### src/rtl/sha256_nonce_sequencer_pkg.sv
// sha256_nonce_sequencer_pkg: shared constants, state encoding and block builder
package sha256_nonce_sequencer_pkg;
  localparam logic [31:0] PAD_WORD = 32'h80000000;
  localparam logic [31:0] LEN_640 = 32'h00000280;
  localparam int LATENCY = 65;
  typedef enum logic [1:0] {IDLE, RUN, DRAIN} state_t;
  function automatic logic [511:0] build_block(input logic [95:0] data, input logic [31:0] nonce);
    build_block = {LEN_640, 320'd0, PAD_WORD, nonce, data};
  endfunction
endpackage

### src/rtl/sha256_nonce_sequencer_if.sv
// sha256_nonce_sequencer_if: work, transform and golden-nonce signals of the sequencer
interface sha256_nonce_sequencer_if;
  logic work_valid;
  logic work_ready;
  logic [255:0] work_midstate;
  logic [95:0] work_data;
  logic [31:0] work_nonce_start;
  logic [31:0] work_nonce_end;
  logic tx_feedback;
  logic [5:0] tx_cnt;
  logic [255:0] tx_state;
  logic [511:0] tx_input;
  logic [255:0] rx_hash;
  logic golden_valid;
  logic golden_ready;
  logic [31:0] golden_nonce;
  logic golden_dropped;
  logic busy;
  logic done;
  modport slave (
    input work_valid, work_midstate, work_data, work_nonce_start, work_nonce_end, rx_hash, golden_ready,
    output work_ready, tx_feedback, tx_cnt, tx_state, tx_input, golden_valid, golden_nonce, golden_dropped,
    busy, done
  );
  modport master (
    output work_valid, work_midstate, work_data, work_nonce_start, work_nonce_end, rx_hash, golden_ready,
    input work_ready, tx_feedback, tx_cnt, tx_state, tx_input, golden_valid, golden_nonce, golden_dropped,
    busy, done
  );
endinterface

### src/rtl/sha256_tag_pipe.sv
// sha256_tag_pipe: in-flight nonce tags, shifted once per slot, presented in the hash check cycle
module sha256_tag_pipe
  import sha256_nonce_sequencer_pkg::*;
#(
  parameter int LOOP = 4
) (
  input  logic        clk,
  input  logic        reset,
  input  logic        adv,
  input  logic        chk,
  input  logic        in_valid,
  input  logic [31:0] in_nonce,
  output logic        out_valid,
  output logic [31:0] out_nonce,
  output logic        pending
);
  // the last stage becomes current exactly LATENCY cycles after its slot
  localparam int DEPTH = (LATENCY - 1) / LOOP + 1;
  logic [DEPTH-1:0] v;
  logic [31:0] n [DEPTH];
  always_ff @(posedge clk or posedge reset)
    if (reset) v <= '0;
    else if (adv) v <= {v[DEPTH-2:0], in_valid};
  always_ff @(posedge clk)
    if (adv) begin
      n[0] <= in_nonce;
      for (int i = 1; i < DEPTH; i++) n[i] <= n[i-1];
    end
  assign out_valid = v[DEPTH-1] & chk;
  assign out_nonce = n[DEPTH-1];
  assign pending = |v[DEPTH-2:0];
endmodule

### src/rtl/sha256_nonce_sequencer.sv
// sha256_nonce_sequencer: feeds nonces to a LOOP-folded SHA-256 transform and reports golden nonces
module sha256_nonce_sequencer
  import sha256_nonce_sequencer_pkg::*;
#(
  parameter int LOOP = 4,
  parameter int MATCH_BITS = 32
) (
  input logic clk,
  input logic reset,
  sha256_nonce_sequencer_if.slave bus
);
  state_t state, state_n;
  logic [5:0] cnt;
  logic [95:0] data;
  logic [31:0] nonce, nonce_end, golden_nonce, tag_nonce;
  logic [255:0] mid;
  logic [511:0] blk;
  logic issue_v, golden_valid, golden_dropped, done;
  logic pre, accept, tag_valid, pending, last_chk, hit, take;
  // registers load on the edge before a slot so the new block is visible during the slot
  assign pre = cnt == 6'(LOOP - 1);
  assign accept = state == IDLE && bus.work_valid;
  assign last_chk = tag_valid && !pending && !issue_v;
  assign hit = tag_valid && bus.rx_hash[255 -: MATCH_BITS] == '0;
  assign take = hit && (!golden_valid || bus.golden_ready);
  sha256_tag_pipe #(.LOOP(LOOP)) u_tags (
    .clk(clk),
    .reset(reset),
    .adv(cnt == 6'd0),
    .chk(cnt == 6'(LATENCY % LOOP)),
    .in_valid(issue_v),
    .in_nonce(blk[127:96]),
    .out_valid(tag_valid),
    .out_nonce(tag_nonce),
    .pending(pending)
  );
  always_comb begin
    state_n = state;
    if (accept) state_n = RUN;
    else if (state == RUN && pre && nonce == nonce_end) state_n = DRAIN;
    else if (state == DRAIN && last_chk) state_n = IDLE;
  end
  always_ff @(posedge clk or posedge reset)
    if (reset) state <= IDLE;
    else state <= state_n;
  always_ff @(posedge clk or posedge reset)
    if (reset) begin
      cnt <= '0;
      data <= '0;
      nonce <= '0;
      nonce_end <= '0;
      mid <= '0;
      blk <= '0;
      issue_v <= 1'b0;
      golden_valid <= 1'b0;
      golden_nonce <= '0;
      golden_dropped <= 1'b0;
      done <= 1'b0;
    end else begin
      cnt <= pre ? 6'd0 : cnt + 6'd1;
      done <= state == DRAIN && last_chk;
      if (accept) begin
        mid <= bus.work_midstate;
        data <= bus.work_data;
        nonce <= bus.work_nonce_start;
        nonce_end <= bus.work_nonce_end;
      end
      if (pre) issue_v <= state == RUN;
      if (pre && state == RUN) begin
        blk <= build_block(data, nonce);
        nonce <= nonce + 32'd1;
      end
      if (take) begin
        golden_valid <= 1'b1;
        golden_nonce <= tag_nonce;
      end else if (golden_valid && bus.golden_ready) golden_valid <= 1'b0;
      golden_dropped <= accept ? 1'b0 : golden_dropped | (hit && !take);
    end
  assign bus.work_ready = state == IDLE;
  assign bus.busy = state != IDLE;
  assign bus.tx_cnt = cnt;
  assign bus.tx_feedback = cnt != 6'd0;
  assign bus.tx_state = mid;
  assign bus.tx_input = blk;
  assign bus.golden_valid = golden_valid;
  assign bus.golden_nonce = golden_nonce;
  assign bus.golden_dropped = golden_dropped;
  assign bus.done = done;
endmodule

### src/flat_wrapper.sv
// flat-port wrapper written by rule: the top's interface ports become plain ports
module sha256_nonce_sequencer_flat import sha256_nonce_sequencer_pkg::*;
#(
  parameter int LOOP = 4,
  parameter int MATCH_BITS = 32
)
  (clk, reset, bus_work_valid, bus_work_midstate, bus_work_data, bus_work_nonce_start, bus_work_nonce_end, bus_rx_hash, bus_golden_ready, bus_work_ready, bus_tx_feedback, bus_tx_cnt, bus_tx_state, bus_tx_input, bus_golden_valid, bus_golden_nonce, bus_golden_dropped, bus_busy, bus_done);
  sha256_nonce_sequencer_if bus_i ();
  input logic clk;
  input logic reset;
  input wire logic [$bits(bus_i.work_valid)-1:0] bus_work_valid;
  input wire logic [$bits(bus_i.work_midstate)-1:0] bus_work_midstate;
  input wire logic [$bits(bus_i.work_data)-1:0] bus_work_data;
  input wire logic [$bits(bus_i.work_nonce_start)-1:0] bus_work_nonce_start;
  input wire logic [$bits(bus_i.work_nonce_end)-1:0] bus_work_nonce_end;
  input wire logic [$bits(bus_i.rx_hash)-1:0] bus_rx_hash;
  input wire logic [$bits(bus_i.golden_ready)-1:0] bus_golden_ready;
  output wire logic [$bits(bus_i.work_ready)-1:0] bus_work_ready;
  output wire logic [$bits(bus_i.tx_feedback)-1:0] bus_tx_feedback;
  output wire logic [$bits(bus_i.tx_cnt)-1:0] bus_tx_cnt;
  output wire logic [$bits(bus_i.tx_state)-1:0] bus_tx_state;
  output wire logic [$bits(bus_i.tx_input)-1:0] bus_tx_input;
  output wire logic [$bits(bus_i.golden_valid)-1:0] bus_golden_valid;
  output wire logic [$bits(bus_i.golden_nonce)-1:0] bus_golden_nonce;
  output wire logic [$bits(bus_i.golden_dropped)-1:0] bus_golden_dropped;
  output wire logic [$bits(bus_i.busy)-1:0] bus_busy;
  output wire logic [$bits(bus_i.done)-1:0] bus_done;
  assign bus_i.work_valid = bus_work_valid;
  assign bus_i.work_midstate = bus_work_midstate;
  assign bus_i.work_data = bus_work_data;
  assign bus_i.work_nonce_start = bus_work_nonce_start;
  assign bus_i.work_nonce_end = bus_work_nonce_end;
  assign bus_i.rx_hash = bus_rx_hash;
  assign bus_i.golden_ready = bus_golden_ready;
  assign bus_work_ready = bus_i.work_ready;
  assign bus_tx_feedback = bus_i.tx_feedback;
  assign bus_tx_cnt = bus_i.tx_cnt;
  assign bus_tx_state = bus_i.tx_state;
  assign bus_tx_input = bus_i.tx_input;
  assign bus_golden_valid = bus_i.golden_valid;
  assign bus_golden_nonce = bus_i.golden_nonce;
  assign bus_golden_dropped = bus_i.golden_dropped;
  assign bus_busy = bus_i.busy;
  assign bus_done = bus_i.done;
  sha256_nonce_sequencer #(.LOOP(LOOP), .MATCH_BITS(MATCH_BITS)) u_core (.clk(clk), .reset(reset), .bus(bus_i));
endmodule
### config.mk
export PLATFORM = sky130hd
export DESIGN_NAME = sha256_nonce_sequencer_flat
export DESIGN_NICKNAME = d
export VERILOG_FILES = /design/src/rtl/sha256_nonce_sequencer_pkg.sv /design/src/rtl/sha256_nonce_sequencer_if.sv /design/src/rtl/sha256_tag_pipe.sv /design/src/rtl/sha256_nonce_sequencer.sv /design/src/flat_wrapper.sv
export SDC_FILE = /design/constraint.sdc
export NUM_CORES = 2
export LEC_CHECK = 0
export CAP_MARGIN = 5
export CORE_AREA = 5 5 569 571
export CTS_CLUSTER_SIZE = 25
export DETAILED_ROUTE_END_ITERATION = 8
export DIE_AREA = 0 0 574 576
export GPL_TIMING_DRIVEN = 1
export PLACE_DENSITY = 0.4
export SLEW_MARGIN = 20
export SYNTH_ARGS = -nofsm -noshare
export SYNTH_HDL_FRONTEND = slang
export SYNTH_SLANG_ARGS = --single-unit
### constraint.sdc
create_clock -name clk -period 26.3 [get_ports clk]
set_input_delay 3.945 -clock clk [delete_from_list [all_inputs] [get_ports clk]]
set_output_delay 3.945 -clock clk [all_outputs]
set_load 0.03 [all_outputs]
After elaboration in Yosys (flattened, before gate mapping)
Memories as Yosys holds them, arrays and structs flattened. A register that Yosys moved wholly into a read port is not among the register bits.
Cells that the tools add are included.
- bits in registers: 574
- input port bits: 676
- output and inout port bits: 812
- RAM bits: 544
- memories: 1
- logic and storage cells: 57
- multiplexer cells: 11
- reduce and logical (&&, ||, !) cells: 24
- equality and inequality tests: 5
- $add $sub $neg: 2
- bitwise operators: 2
- memory list (name ; words ; bits a word ; read ports ; clocked after Yosys merged registers in ; wr ports ; line ; source):
    u_core.u_tags.n ; 17 ; 32 ; 17 ; 1 ; 17 ; sha256_tag_pipe.sv:20 ; logic [31:0] n [DEPTH];
- operator list (operator ; number):
    32-bit two-way mux ; 2
    32-bit by 1-bit adder with 32-bit output, second input constant ; 1
    32-bit == test ; 1
    32-bit logical NOT ; 1
    16-bit OR reduction ; 1
    1-bit logical AND ; 10
    6-bit by 1-bit adder with 6-bit output, second input constant ; 1
    6-bit by 1-bit == test with 1-bit output, second input constant ; 1
    6-bit by 2-bit == test with 1-bit output, second input constant ; 1
    6-bit logical NOT ; 1
    2-bit two-way mux ; 3
    6-bit two-way mux ; 1
    2-bit nonzero test ; 3
    6-bit nonzero test ; 1
    1-bit two-way mux ; 5
    1-bit logical NOT ; 4
    3-bit nonzero test ; 1
    2-bit by 1-bit == test with 1-bit output, second input constant ; 1
    2-bit == test, second input constant ; 1
    2-bit logical NOT ; 1
    1-bit bitwise AND ; 1
    1-bit logical OR ; 1
    1-bit OR ; 1

Longest topological paths before layout
- depth after elaboration: 8
- gate-level depth with buffers: 8

Cells and area by module
Synthesis repeated with hierarchy kept, for this count alone.
- cell total of the unflattened synthesis: 3568
- area, all modules: 43302.8 um^2
- modules (own cells, without submodules) (module ; seq. area each (um^2) ; area an instance (um^2) ; instances ; cells each):
    sha256_nonce_sequencer ; 14739.1 ; 25999.9 ; 1 ; 2949
    sha256_tag_pipe ; 16761.1 ; 17302.8 ; 1 ; 619

Worst setup path after synthesis
OpenSTA, ideal clock, no wires.
- kind: reg2reg
- start: reg u_core.cnt[4], in the netlist u_core.bus.tx_cnt[4]
- end: mem u_core.u_tags.n[0][0] (enable)
- slack: 13.232 ns
- stages on the path, launching flop included: 5
- period minus slack after synthesis: 13.068 ns
- arrival: 12.177 ns
- cell sequence: dfrtp_1 > nor4_4 > nand2_1 > clkbuf_1 > inv_1
- RTL lines (item ; line ; source):
    start: declaration ; sha256_nonce_sequencer.sv:13 ; logic [5:0] cnt;
    start signal: assignment ; sha256_nonce_sequencer.sv:60 ; cnt <= pre ? 6'd0 : cnt + 6'd1;
    end: declaration ; sha256_tag_pipe.sv:20 ;

Final worst setup path
- start: in bus_work_valid
- end: reg u_core.mid[227], in the netlist u_core.bus.tx_state[227]
- longest elaborated chain between the ends: 1
- RTL lines (item ; line ; source):
    start: declaration ; flat_wrapper.sv:11 ; input wire logic [$bits(bus_i.work_valid)-1:0] bus_work_valid;
    1-bit logical AND ; sha256_nonce_sequencer.sv:22 ; assign accept = state == IDLE && bus.work_valid;
    end signal: assignment ; sha256_nonce_sequencer.sv:63 ; mid <= bus.work_midstate;
    end: declaration ; sha256_nonce_sequencer.sv:16 ; logic [255:0] mid;
Every way passes these cells.
A chain may end at the register's enable or synchronous reset.

==> impl_metrics.py <==
metrics = {
    "sta": {
        "min_period_ns": 7.65,
        "min_period_over_period_pct": 29.1,
        "tightest_slew_ns": 1.07,
        "slew_headroom_pct": 28.6,
        "setup_viol": 0,
        "fmax_ghz": 0.131,
        "rsz0062_at_grt": "false",
        "hold_viol": 0,
        "drv_slew": 0,
        "clock_skew_ns": 0.0976,
        "finalSetupTns_ns": 0,
    },
    "synthesis": {
        "synthTopCellsByArea": "edfxtp_1 (38%), dfrtp_1 (35%), nand2_1 (14%)",
        "synth_edf_count": 544,
        "synthFlopType": "dfrtp_1",
        "yosysSeqAreaShare_pct": 73.3,
        "synth_area_sq_um": 43000,
        "synth_warnings": 0,
        "yosys_register_bits": 1150,
        "async_reset_ff_share_pct": 52.7,
        "synth_top_area_share_pct": 38.0,
        "avgSynthCellArea_sq_um": 12.2,
        "synth_top_cell_by_area": "edfxtp_1",
        "syn_inst": 3527,
        "ys_types": 51,
    },
    "floorplan": {
        "dieArea_sq_um": 331000,
        "design.core.area_sq_um": 317000,
        "die_h_um": 576,
        "initial_core_util_pct": 13.6,
        "row_count": 207,
        "io_pins": 1488,
        "die_x_um": 574,
    },
    "route": {
        "initialDrtViolationCount": 1704,
        "wl_um": 184000,
        "route.vias.total": 28100,
        "ant_nets": 0,
        "via_per_inst": 3.19,
        "drtPass1Iterations": 5,
        "avgRoutedWirePerCell_um": 21.0,
        "drc": 0,
    },
    "power_and_ir_drop": {
        "p_clk_share_pct": 35.4,
        "p_int_mw": 3.80,
        "p_sw_mw": 1.93,
        "leakage_nw": 24.7,
        "peakVddDrop_uv": 47.5,
        "switching_share_pct": 33.6,
        "p_per_area_nw_per_um2": 95.1,
        "seqPwrFrac_pct": 41.5,
        "combPwrFrac_pct": 23.2,
    },
    "worst_setup_path": {
        "end_kind": "flop",
        "cp.required_ns": 27.01,
        "cp-start-kind": "primary input",
        "critPathMaxFanout": 91,
        "critPathKind": "in2reg",
        "worstPathArrival_ns": 8.36,
    },
    "global_route": {
        "antenna_found_initial": 115,
        "grt_pass1_wl_um": 248000,
        "grt.total_usage_pct": 10.6,
        "grt.overflow.total": 0,
        "grt_max_degree": 121,
        "grt_pass1_vias": 28800,
    },
    "cts": {
        "clk_path_buf_depth": 4,
        "cts_root_buffer": "clkbuf_16",
        "cts_tree": "yes",
        "clk_latency_ns": 0.82,
        "hold_buffers": 0,
        "cts_max_level": 4,
        "cts_made_buffers": 151,
        "post_cts_buffers": 0,
        "cts.sinks": 1150,
        "clk_pin_slew_ns": 0.06,
        "cts.repair.resized": 0,
    },
    "job": {
        "drv_cap": 0,
    },
    "cells_and_area": {
        "finalNetCount": 5134,
        "layout_common_cells": "nand2_1 (1,557), clkdlybuf4s50_1 (882), dfrtp_1 (606)",
        "final_cells": 8782,
        "area_growth_pct": 40.2,
        "drive_gt1_share_pct": 6.39,
        "fillers": 34600,
        "final_common_cell": "nand2_1",
    },
    "placement": {
        "routabilityCongestion": 0.870,
        "place_hpwl_um": 142000,
        "port_buffers": 882,
        "dp.cells": 8481,
    },
    "worst_hold_path": {
        "hold_path.class": "reg2reg",
    },
    "status": {
        "status": "finished, final reports clean",
    },
}
-- area by class of cell --
cell class	count	area, sq um	area share [%]
flip-flops and latches	1150	31500	52.3
multi-input cells	2226	9480	15.7
repair buffers	917	9090	15.1
well taps	4180	5230	8.68
clock buffers	203	4210	6.98
clock inverters	65	634	1.05
diodes	33	82.6	0.137
inverters	8	45.0	0.0747
-- kinds of logic (layout without fill, tap and decap cells) --
kind of cell,Yosys count,count (layout),share of synthesized area (%)
compound gates,62,62,1.03
xor+xnor,36,36,0.733
fa+ha+maj,4,4,0.116
buf+inv,531,1193,8.04
flops,1150,1150,73.3
mux,49,49,1.28
other cells,1,414,0.00872
simple gates,1694,1694,15.5
-- final timing paths --
path                                              startpoint                              endpoint  slack (ns)  depth (start not counted)
max                                           bus_work_valid  u_core.bus.tx_state[227]$_DFFE_PP0P_       18.65                          8
min                        u_core.u_tags.n[15][10]$_DFFE_PN_     u_core.u_tags.n[16][10]$_DFFE_PN_        0.38                          0
max reg2reg                   u_core.bus.tx_cnt[4]$_DFF_PP0_     u_core.u_tags.n[10][27]$_DFFE_PN_       20.80                          6
min reg2reg                u_core.u_tags.n[15][10]$_DFFE_PN_     u_core.u_tags.n[16][10]$_DFFE_PN_        0.38                          0
max in group asynchronous                              reset   u_core.bus.tx_input[81]$_DFFE_PP0P_       19.43                          5
min in group asynchronous                              reset  u_core.bus.tx_state[232]$_DFFE_PP0P_        3.78                          2
-- synth_stat cells (2+ instances only) --
cell      number
inv_1          8
and3_1         9
nor2b_1        2
clkbuf_1     112
nand2b_1       3
nor2_1        34
edfxtp_1     544
a311oi_1       4
nor4_1        14
mux2_1        32
nand4_1       18
or4_1          2
o21ai_0       10
a211o_1        2
o22ai_1        5
o211ai_1       4
o41ai_1        2
buf_4        386
nand2_1     1558
buf_2         13
mux2_2        17
nand4_2        2
nor3_1        13
nor4_4         2
nand3_1       19
and4_1         5
nor3b_1        2
o311ai_0       3
ha_1           4
dfrtp_1      606
a221o_1        4
a211oi_1      13
a21oi_1        8
xnor2_1       36
or3_1          4
buf_1         12
-- sequential cells by signal, indices dropped and copies added (netlist names) --
name and flops:
u_core.state 2, u_core.issue_v 1, u_core.nonce_end 32, u_core.bus.golden_valid 1
u_core.u_tags.n 544, u_core.data 96, u_core.bus.golden_dropped 1, u_core.u_tags.v 17
u_core.bus.tx_input 129, u_core.bus.tx_state 256, u_core.bus.tx_cnt 6, u_core.nonce 32
u_core.bus.done 1, u_core.bus.golden_nonce 32
-- per-stage QoR --
| stage | worst slack [ns] | cell area, sq um | hold WS [ns] | total power [mW] | util (%) |
|---|---|---|---|---|---|
| after floorplan | 5.39 | 44400 | 0.400 | 3.04 | - |
| after global placement | 17.80 | 55300 | 0.401 | 3.76 | 17.4 |
| after detailed placement | 17.79 | 55300 | 0.405 | 3.76 | 17.4 |
| after CTS | 18.66 | 60200 | 0.369 | 5.87 | 19.0 |
| after global routing | 18.39 | 60200 | 0.390 | 6.02 | 19.0 |
| final | 18.65 | 60300 | 0.381 | 5.73 | 19.0 |
-- worst max-delay path, stage by stage --
cell and delay, ns:
clkdlybuf4s50_1 0.52, and2_4 0.56, buf_4 0.59, buf_4 0.60, buf_4 0.70, buf_4 0.85, nand2_1 0.18, nand2_1 0.11
-- layer usage --
layer | track usage (%) | wire [um] | vias to the layer above
li1 | - | - | 12700
met2 | 16.5 | 81500 | 1183
met3 | 4.98 | 20000 | 332
met4 | 3.07 | 5700 | 60
met5 | 0 | 407 | -
met1 | 13.2 | 76800 | 13800
-- power by group through the flow --
stage                     registers, mW  logic (mW)  clock network [mW]
after floorplan                    2.66       0.383                   0
after global placement             2.40        1.36                   0
after detailed placement           2.41        1.35                   0
after CTS                          2.38        1.36                2.14
after global routing               2.41        1.42                2.19
final                              2.38        1.33                2.03
No activity file was read; power rests on OpenSTA's default activity.
